$ cat config.mk
export PLATFORM = sky130hd
export DESIGN_NAME = lif_neuron_core_flat
export DESIGN_NICKNAME = d
export VERILOG_FILES = /design/src/rtl/snn_pkg.sv /design/src/rtl/lif_neuron_core_if.sv /design/src/rtl/snn_tick_gen.sv /design/src/rtl/lif_neuron_core.sv /design/src/flat_wrapper.sv
export SDC_FILE = /design/constraint.sdc
export NUM_CORES = 1
export LEC_CHECK = 0
export BUFFER_PORTS_ARGS = -buffer_cell sky130_fd_sc_hd__buf_4
export CAP_MARGIN = 20
export CORE_MARGIN = 2
export CORE_UTILIZATION = 53
export DETAILED_ROUTE_END_ITERATION = 12
export PLACE_DENSITY = 0.84
export SLEW_MARGIN = 15
export SYNTH_ARGS = -nofsm -noshare
export SYNTH_HDL_FRONTEND = slang
export SYNTH_SLANG_ARGS = --single-unit
$ cat constraint.sdc
create_clock -name clk -period 3.2 [get_ports clk]
set_input_delay 0.16 -clock clk [delete_from_list [all_inputs] [get_ports clk]]
set_output_delay 0.16 -clock clk [all_outputs]
set_load 0.1 [all_outputs]
$ cat src/rtl/snn_pkg.sv
// Shared types and default constants for the tinysnn LIF neuron.
// Refractory logic is compiled in only when SNN_REFRACTORY_EN is defined.
package snn_pkg;

  typedef enum logic {
    ST_INTEGRATE = 1'b0,
    ST_REFRACT   = 1'b1
  } state_e;

  localparam int unsigned POT_W_DEF        = 10;
  localparam int unsigned LEAK_SHIFT_DEF   = 3;
  localparam int unsigned THRESHOLD_DEF    = 200;
  localparam int unsigned REFRAC_TICKS_DEF = 4;
  localparam logic [23:0] TICK_DIV_DEF     = 24'd10_000_000;

endpackage

$ cat src/rtl/lif_neuron_core_if.sv
// Current-in / spike-out bundle between the chip top and the neuron core.
// Option: SNN_REFRACTORY_EN (refractory is tied 0 when undefined).
interface lif_neuron_core_if;

  logic       ena;
  logic [7:0] current_in;
  logic       spike;
  logic [7:0] potential;
  logic       refractory;
  logic [7:0] spike_count;

  modport master (
    output ena,
    output current_in,
    input  spike,
    input  potential,
    input  refractory,
    input  spike_count
  );

  modport slave (
    input  ena,
    input  current_in,
    output spike,
    output potential,
    output refractory,
    output spike_count
  );

endinterface

$ cat src/rtl/snn_tick_gen.sv
// Integration tick divider: one tick every TICK_DIV enabled clk cycles.
// Holds its count while ena is low.
module snn_tick_gen
  import snn_pkg::*;
#(
  parameter logic [23:0] TICK_DIV = TICK_DIV_DEF
) (
  input  logic clk,
  input  logic rst_n,
  input  logic ena,
  output logic tick
);

  localparam logic [23:0] LAST = TICK_DIV - 24'd1;

  logic [23:0] cnt;

  assign tick = ena && (cnt == LAST);

  always_ff @(posedge clk or negedge rst_n) begin
    if (!rst_n) begin
      cnt <= '0;
    end else if (ena) begin
      if (cnt == LAST) cnt <= '0;
      else             cnt <= cnt + 24'd1;
    end
  end

endmodule

$ cat src/rtl/lif_neuron_core.sv
// Leaky integrate-and-fire neuron: shift leak, saturating integrate, spike.
// Option: SNN_REFRACTORY_EN adds the REFRACT state and refractory output.
module lif_neuron_core
  import snn_pkg::*;
#(
  parameter int unsigned POT_W        = POT_W_DEF,
  parameter int unsigned LEAK_SHIFT   = LEAK_SHIFT_DEF,
  parameter int unsigned THRESHOLD    = THRESHOLD_DEF,
  parameter int unsigned REFRAC_TICKS = REFRAC_TICKS_DEF,
  parameter logic [23:0] TICK_DIV     = TICK_DIV_DEF
) (
  input logic              clk,
  input logic              rst_n,
  lif_neuron_core_if.slave bus
);

  localparam int unsigned VW = POT_W + 1;
  localparam logic [VW-1:0] VMAX = {1'b0, {POT_W{1'b1}}};
  localparam logic [POT_W-1:0] THR = POT_W'(THRESHOLD);

  logic             tick;
  logic [POT_W-1:0] v, v_n;
  logic [POT_W-1:0] leak;
  logic [VW-1:0]    v_sum;
  logic [POT_W-1:0] v_sat;
  logic             fire;
  logic             spike_q, spike_n;
  logic [7:0]       cnt_q, cnt_n;

  snn_tick_gen #(
    .TICK_DIV (TICK_DIV)
  ) u_tick (
    .clk   (clk),
    .rst_n (rst_n),
    .ena   (bus.ena),
    .tick  (tick)
  );

  // Wide sum cannot wrap: v - leak >= 0 and the carry bit catches overflow
  assign leak  = v >> LEAK_SHIFT;
  assign v_sum = {1'b0, v} - {1'b0, leak} + VW'(bus.current_in);
  assign v_sat = (v_sum > VMAX) ? {POT_W{1'b1}} : v_sum[POT_W-1:0];
  assign fire  = (v_sat >= THR);

`ifdef SNN_REFRACTORY_EN
  localparam int unsigned RW =
    (REFRAC_TICKS > 0) ? $clog2(REFRAC_TICKS + 1) : 1;

  state_e        state, state_n;
  logic [RW-1:0] rc, rc_n;

  always_comb begin
    state_n = state;
    rc_n    = rc;
    v_n     = v;
    cnt_n   = cnt_q;
    spike_n = 1'b0;
    if (tick) begin
      unique case (1'b1)
        (state == ST_INTEGRATE): begin
          if (fire) begin
            v_n     = '0;
            spike_n = 1'b1;
            cnt_n   = cnt_q + 8'd1;
            if (REFRAC_TICKS != 0) begin
              rc_n    = RW'(REFRAC_TICKS);
              state_n = ST_REFRACT;
            end
          end else begin
            v_n = v_sat;
          end
        end
        (state == ST_REFRACT): begin
          v_n  = '0;
          rc_n = rc - RW'(1);
          if (rc == RW'(1)) state_n = ST_INTEGRATE;
        end
        default: ;
      endcase
    end
  end

  always_ff @(posedge clk or negedge rst_n) begin
    if (!rst_n) begin
      state <= ST_INTEGRATE;
      rc    <= '0;
    end else begin
      state <= state_n;
      rc    <= rc_n;
    end
  end

  assign bus.refractory = (state == ST_REFRACT);
`else
  logic unused_refrac;

  assign unused_refrac = (REFRAC_TICKS != 0);

  always_comb begin
    v_n     = v;
    cnt_n   = cnt_q;
    spike_n = 1'b0;
    if (tick) begin
      if (fire) begin
        v_n     = '0;
        spike_n = 1'b1;
        cnt_n   = cnt_q + 8'd1;
      end else begin
        v_n = v_sat;
      end
    end
  end

  assign bus.refractory = 1'b0;
`endif

  always_ff @(posedge clk or negedge rst_n) begin
    if (!rst_n) begin
      v       <= '0;
      spike_q <= 1'b0;
      cnt_q   <= '0;
    end else begin
      v       <= v_n;
      spike_q <= spike_n;
      cnt_q   <= cnt_n;
    end
  end

  assign bus.spike       = spike_q;
  assign bus.spike_count = cnt_q;
  assign bus.potential   = v[POT_W-1 -: 8];

endmodule

$ cat src/flat_wrapper.sv
// flat-port wrapper written by rule: the top's interface ports become plain ports
module lif_neuron_core_flat import snn_pkg::*;
#(
  parameter int unsigned POT_W        = POT_W_DEF,
  parameter int unsigned LEAK_SHIFT   = LEAK_SHIFT_DEF,
  parameter int unsigned THRESHOLD    = THRESHOLD_DEF,
  parameter int unsigned REFRAC_TICKS = REFRAC_TICKS_DEF,
  parameter logic [23:0] TICK_DIV     = TICK_DIV_DEF
)
  (clk, rst_n, bus_ena, bus_current_in, bus_spike, bus_potential, bus_refractory, bus_spike_count);
  lif_neuron_core_if bus_i ();
  input logic clk;
  input logic rst_n;
  input wire logic [$bits(bus_i.ena)-1:0] bus_ena;
  input wire logic [$bits(bus_i.current_in)-1:0] bus_current_in;
  output wire logic [$bits(bus_i.spike)-1:0] bus_spike;
  output wire logic [$bits(bus_i.potential)-1:0] bus_potential;
  output wire logic [$bits(bus_i.refractory)-1:0] bus_refractory;
  output wire logic [$bits(bus_i.spike_count)-1:0] bus_spike_count;
  assign bus_i.ena = bus_ena;
  assign bus_i.current_in = bus_current_in;
  assign bus_spike = bus_i.spike;
  assign bus_potential = bus_i.potential;
  assign bus_refractory = bus_i.refractory;
  assign bus_spike_count = bus_i.spike_count;
  lif_neuron_core #(.POT_W(POT_W), .LEAK_SHIFT(LEAK_SHIFT), .THRESHOLD(THRESHOLD), .REFRAC_TICKS(REFRAC_TICKS), .TICK_DIV(TICK_DIV)) u_core (.clk(clk), .rst_n(rst_n), .bus(bus_i));
endmodule
==> flow_summary.toml, run 1 <==
[status]
status = "complete, but fails checks"
violations = "negative setup slack"

[grt]
grt_start_max_net_pins = 44
grt_pass1_wl_um = 10400
grt_pass1_vias = 2193
grtUsageTotal_pct = 21.8
grt-ovfl-total = 0
antenna_found_initial = 0

[timing]
setup_viol = 10
finalWorstSetupSlack_ns = -0.0709
hold_viol_final = 0
maxSlewHeadroom_pct = 56.5
fmax_mhz = 306
worst_pin_slew_ns = 0.652
fin_worst_skew_ns = 0.00381
rsz0062_at_grt = "true"
fin_crit_sh_pct = 102
period_minus_slack_ns = 3.27
slew_viol_final = 0

[cts]
cts.path.max_buffers = 2
htreeDepth = 2
clock_latency_ns = 0.29
cts_root_buf = "clkbuf_8"
cts_buffers = 5
cts_sinks = 43
clk_pin_slew_ns = 0.08
cts_tree = "done"

[synth]
netlist_top_cells_area = "dfrtp_1, xnor2_1, ha_1"
ys_seq_elements = 43
synth_top_family_by_area = "simple AND/OR/NAND/NOR gates"
synth_nets = 332
synth_compound_area_share_pct = 13.8
ys_types = 48
async_flop_share_pct = 100
yosys_warnings = 0
synth.top_cell.area_share_pct = 37.9
synth-adder-area-share_pct = 11.1
synth-seq-area-share_pct = 37.9
yosysTopAreaCell = "dfrtp_1"
syn_inst = 300
avgSynthCellArea_um2 = 9.47
synth_xor_xnor_area_share_pct = 10.5
synthFlopType = "dfrtp_1"
synth_common_cells = "dfrtp_1, inv_1, nor2_1"
yosys.area_share.simple_pct = 18.1
synth_edf_count = 0
synth_mux_area_share_pct = 0.749
synthMostInstantiatedCell = "dfrtp_1"
syn_area_um2 = 2840

[critical_path]
reg2reg_from = "u_core.v[3]$_DFFE_PN0P_"
arrival_ns = 3.45
r2r_slack_ns = -0.07
cpPeakStageDelay_ns = 0.42
cp-start-kind = "flop"
critPathCaptureType = "flop"
r2r_cells = 13
worstSetupPathDepth = 13
worstPathRequired_ns = 3.38
path_buf_inv = 3
worst-setup-path-type = "flop to flop"
cp_cell_sequence = "buf_4 > ha_1 > inv_2 > ha_4 > inv_1 > fa_2 > and2b_2 > o22ai_4 > xnor2_2 > a2111oi_4 > o2111ai_4 > o21ai_2 > mux2_4"
worstPathMaxFanout = 3
critPathSlowestCell = "dfrtp_1"
regToRegEndpoint = "u_core.bus.spike_count[1]$_DFFE_PN0P_"
critical_path.top_delay_family = "compound AO/OA/AOI/OAI gates"

[power_and_ir_drop]
p_leak_nw = 1.68
p_per_area_nw_per_um2 = 349
ir_worst_vdd_mv = 0.358
finalPower_mw = 1.22

[place]
io_buffers = 27
gp_congestion = 0.905
dp_hpwl_um = 4580
dpl_cell_area_um2 = 3160

[hold_path]
hold_end = "u_core.u_tick.cnt[0]$_DFFE_PN0P_"
min_path_type = "input pin to flop"
hold_depth = 2
hold_start = "bus_ena"

[drt]
drc = 0
vias = 2344
drtIter0Drc = 101
wl_per_cell_um = 16.3
ant_nets = 0
via_per_inst = 5.68
drt_first_pass_iters = 5
postRouteWirelength_um = 6740

[die]
dieHeight_um = 77.2
core_um2 = 5140
die_area_um2 = 5960
die_x_um = 77.2
rows = 26
ios = 29
initial_utilization_pct = 55.3

[run]
max_cap_viol_count = 0

[cells_and_area]
final_core_util_pct = 68.2
drive_gt1_share_pct = 26.5
nNetsFinal = 374
design_area_um2 = 3510
syn_to_final_growth_pct = 23.4
diodes = 0
## registers in the layout (all words and copies together) (netlist names)
name                    flops
u_core.bus.spike            1
u_core.bus.spike_count      8
u_core.u_tick.cnt          24
u_core.v                   10
## kinds of logic after synthesis
| group | after synthesis |
|---|---|
| and+or+nand+nor | 104 |
| adders and majority gates | 21 |
| buffers and inverters | 47 |
| DFF | 43 |
| muxes | 2 |
| AOI/OAI and AO/OA | 48 |
| xor gates and xnor gates | 34 |
| other | 1 |
## what timing repair did
item	4_1_cts	5_1_grt
hold buffers	1	0
endpoints found under the setup margin	15	17
gates resized for setup	12	22
endpoints found under the hold margin	43	0
pin swaps	7	11
buffers inserted	0	7
## area by class of cell
type                    instances  area [um2]
clock buffers                   8         100
fillers                       379        1630
inverters                      31         116
multi-input cells             210        1740
flip-flops and latches         43        1080
well taps                      70        87.6
repair buffers                 51         389
## worst reg2reg max path: cells and delay by family (launching register included)
family | cells | cell delay [ns]
fa+ha+maj | 3 | 0.76
compound gates | 4 | 0.90
flops | 1 | 0.42
mux | 1 | 0.32
buf+inv | 3 | 0.28
xor+xnor | 1 | 0.17
simple gates | 1 | 0.28
## per-layer routing
| metal | part of all wire [%] | GRT usage, % | routed length, um |
|---|---|---|---|
| met3 | 4.2 | 4.59 | 284 |
| met1 | 43 | 29.3 | 2870 |
| met4 | 2.6 | 7.32 | 178 |
| met5 | 0 | 0 | 0 |
| met2 | 50 | 35.2 | 3400 |
## how the worst max path moves through the flow
stage / start / endpoint
2_1_floorplan: u_core.v[4]$_DFFE_PN0P_ / u_core.v[1]$_DFFE_PN0P_
3_3_place_gp: u_core.v[4]$_DFFE_PN0P_ / u_core.v[0]$_DFFE_PN0P_
3_5_place_dp: u_core.v[4]$_DFFE_PN0P_ / u_core.v[1]$_DFFE_PN0P_
4_1_cts: u_core.v[3]$_DFFE_PN0P_ / u_core.bus.spike_count[1]$_DFFE_PN0P_
5_1_grt: u_core.v[3]$_DFFE_PN0P_ / u_core.bus.spike_count[1]$_DFFE_PN0P_
6_report: u_core.v[3]$_DFFE_PN0P_ / u_core.bus.spike_count[1]$_DFFE_PN0P_
## report_power, final
part	internal [mW]	leakage, nW	switching (mW)
Combinational	0.110	1.06	0.140
Sequential	0.574	0.569	0.0325
Clock	0.197	0.0515	0.172
## cells in the final DEF, fill, tap and decap left out, drive strengths merged, types with 2 or more instances in the layout
master    n
buf      50
dfrtp    43
inv      31
nor2     29
nand2    24
xnor2    24
ha       14
o21ai    12
and3     11
xor2     10
nand3     9
clkbuf    8
nand4     7
fa        7
o31ai     7
nor3      6
a21oi     5
o2111ai   5
and4      4
o22ai     4
or2       4
o211ai    3
o211a     2
and2      2
nor4      2
or3       2
## per-stage QoR
step | cells | setup TNS [ns] | hold WS, ns | setup slack (ns)
global route | 413 | -2.07 | 0.132 | -0.182
global placement | 397 | 0 | 0.181 | 0.0303
detailed placement | 397 | -1.60 | 0.180 | -0.168
finish | 413 | -0.424 | 0.121 | -0.0709
floorplan | 300 | 0 | -0.136 | 0.0571
CTS | 406 | -0.00671 | 0.119 | -0.00671
No activity file was read; power rests on OpenSTA's default activity.
==> run 2: changes to the inputs <==
--- a/config.mk
+++ b/config.mk
@@ -11,6 +11,7 @@
 export CORE_UTILIZATION = 53
 export DETAILED_ROUTE_END_ITERATION = 12
 export PLACE_DENSITY = 0.84
+export REMOVE_ABC_BUFFERS = 1
 export SLEW_MARGIN = 15
 export SYNTH_ARGS = -nofsm -noshare
 export SYNTH_HDL_FRONTEND = slang
==> run 2 against run 1 <==
Net effect:
- the flow still finishes with violations (negative setup slack)
- sequential cell count unchanged
- worst setup slack better by 0.061 ns
- largest cell class unchanged
- largest power group unchanged
- combinational power up 6%
- register-to-register slack better by 0.06 ns
- total power up 5.9%
==> flow_summary.toml, run 2 (synthesized netlist as in run 1, its figures left out) <==
[hold_path]
hold_end = "u_core.u_tick.cnt[0]$_DFFE_PN0P_"
min_path_type = "input pin to flop"
hold_depth = 2
hold_start = "bus_ena"

[status]
status = "complete, but fails checks"
violations = "negative setup slack"

[place]
dp.cells = 404
gp_congestion = 0.852
io_buffers = 27
dpl_cell_area_um2 = 3200
dp_hpwl_um = 4340
post-place-ws_ns = -0.211

[power_and_ir_drop]
clkPwrFrac_pct = 32.8
p_per_area_nw_per_um2 = 363
p_sw_share_pct = 28.9
ir_worst_vdd_mv = 0.274
p_leak_nw = 1.71
switchingPower_mw = 0.375
pwr-share-comb_pct = 20.5
p_int_mw = 0.922
pwr-share-seq_pct = 46.7

[cells_and_area]
nNetsFinal = 377
largest_register = "u_core.u_tick.cnt"
finalNonFillerCells = 416
final_common_cell = "buf_4"
drive_gt1_share_pct = 30.1
multiInputGateArea_um2 = 1770
syn_to_final_growth_pct = 25.9
fillers = 373
diodes = 0
final_core_util_pct = 69.6
design_area_um2 = 3580
largest_reg_flops = 24
seq_area_um2 = 1080
layout_common_cells = "buf_4, dfrtp_1, nor2_1, inv_1, nand2_1"

[die]
rows = 26
core_um2 = 5140
die_area_um2 = 5960
initial_utilization_pct = 55.3
die_x_um = 77.2
ios = 29
dieHeight_um = 77.2

[grt]
grt-ovfl-total = 0
grt_pass1_wl_um = 10400
grtUsageTotal_pct = 21.6
grt_pass1_vias = 2245
grt_start_max_net_pins = 44
antenna_found_initial = 0

[critical_path]
cp-start-kind = "flop"
critPathCaptureType = "flop"
regToRegEndpoint = "u_core.v[0]$_DFFE_PN0P_"
r2r_cells = 11
worstPathMaxFanout = 8
reg2reg_from = "u_core.v[4]$_DFFE_PN0P_"
arrival_ns = 3.41
worstPathRequired_ns = 3.40
r2r_slack_ns = -0.01
worst-setup-path-type = "flop to flop"

[timing]
setup_viol = 1
maxSlewHeadroom_pct = 52.9
period_minus_slack_ns = 3.21
tns_ns = -0.0103
fin_worst_skew_ns = 0.00667
worst_pin_slew_ns = 0.706
fmax_mhz = 311
fin_crit_sh_pct = 100
hold_viol_final = 0
finalWorstSetupSlack_ns = -0.0103
rsz0062_at_grt = "true"
slew_viol_final = 0

[drt]
via_per_inst = 5.73
postRouteWirelength_um = 6870
ant_nets = 0
drt_first_pass_iters = 4
vias = 2382
drtIter0Drc = 173
drc = 0
wl_per_cell_um = 16.5

[cts]
htreeDepth = 2
cts_root_buf = "clkbuf_8"
cts_buffers = 5
cts_tree = "done"
clock_latency_ns = 0.30
cts_sinks = 43
clk_pin_slew_ns = 0.09
cts.path.max_buffers = 2

[run]
max_cap_viol_count = 0
==> run 2: worst max-delay path: stages, from the launching register on <==
cell and delay, ns:
dfrtp_1 0.37, inv_2 0.06, fa_2 0.62, inv_2 0.05
fa_2 0.36, and2b_2 0.29, o22ai_2 0.12, xnor2_2 0.17
a2111oi_4 0.34, o2111ai_4 0.19, or2_4 0.35, o31ai_2 0.21
==> run 2: stage by stage <==
step                power, mW  hold slack, ns
floorplan               0.746          -0.136
global placement        0.809           0.174
detailed placement      0.821           0.184
CTS                      1.26           0.114
global route             1.36           0.124
finish                   1.30           0.133
==> run 2: area by class of cell <==
type / instances / area share (%)
inverter: 31 / 3.25
clock inverter: 3 / 1.22
clock buffer: 5 / 1.92
multi-input combinational: 210 / 49.6
tap: 70 / 2.45
timing repair buffer: 54 / 11.5
sequential: 43 / 30.1
==> run 2: power groups by stage <==
stage	registers, mW	logic, mW	clock network (mW)
final	0.605	0.266	0.426
after global routing	0.612	0.290	0.456
after CTS	0.605	0.220	0.433
after detailed placement	0.615	0.205	0
after global placement	0.612	0.197	0
after floorplan	0.609	0.137	0
==> run 2: worst max path at each step <==
stage	from	endpoint	slack (ns)	depth (start not counted)
6_report	u_core.v[4]$_DFFE_PN0P_	u_core.v[0]$_DFFE_PN0P_	-0.01	11
5_1_grt	u_core.v[6]$_DFFE_PN0P_	u_core.bus.spike_count[6]$_DFFE_PN0P_	-0.15	12
4_1_cts	u_core.v[5]$_DFFE_PN0P_	u_core.v[4]$_DFFE_PN0P_	0.005	11
3_5_place_dp	u_core.v[4]$_DFFE_PN0P_	u_core.v[4]$_DFFE_PN0P_	-0.21	11
3_3_place_gp	u_core.v[4]$_DFFE_PN0P_	u_core.v[0]$_DFFE_PN0P_	-0.10	11
2_1_floorplan	u_core.v[4]$_DFFE_PN0P_	u_core.bus.spike_count[1]$_DFFE_PN0P_	-0.92	11
==> run 2: routing by layer <==
| metal | share of wire [%] | vias up | GRT usage [%] |
|---|---|---|---|
| met1 | 44 | 1169 | 30.6 |
| met4 | 2.8 | 0 | 7.68 |
| met2 | 49 | 78 | 33.6 |
| met5 | 0 | - | 0 |
| met3 | 4.8 | 19 | 3.41 |
| li1 | - | 1116 | - |
==> run 2: what timing repair did <==
action,4_1_cts,5_1_grt
hold buffers,1,0
gates cloned,0,0
pin swaps,4,24
resized for setup,10,32
setup buffers,2,2
setup endpoints to repair,17,17
hold endpoints to repair,43,0
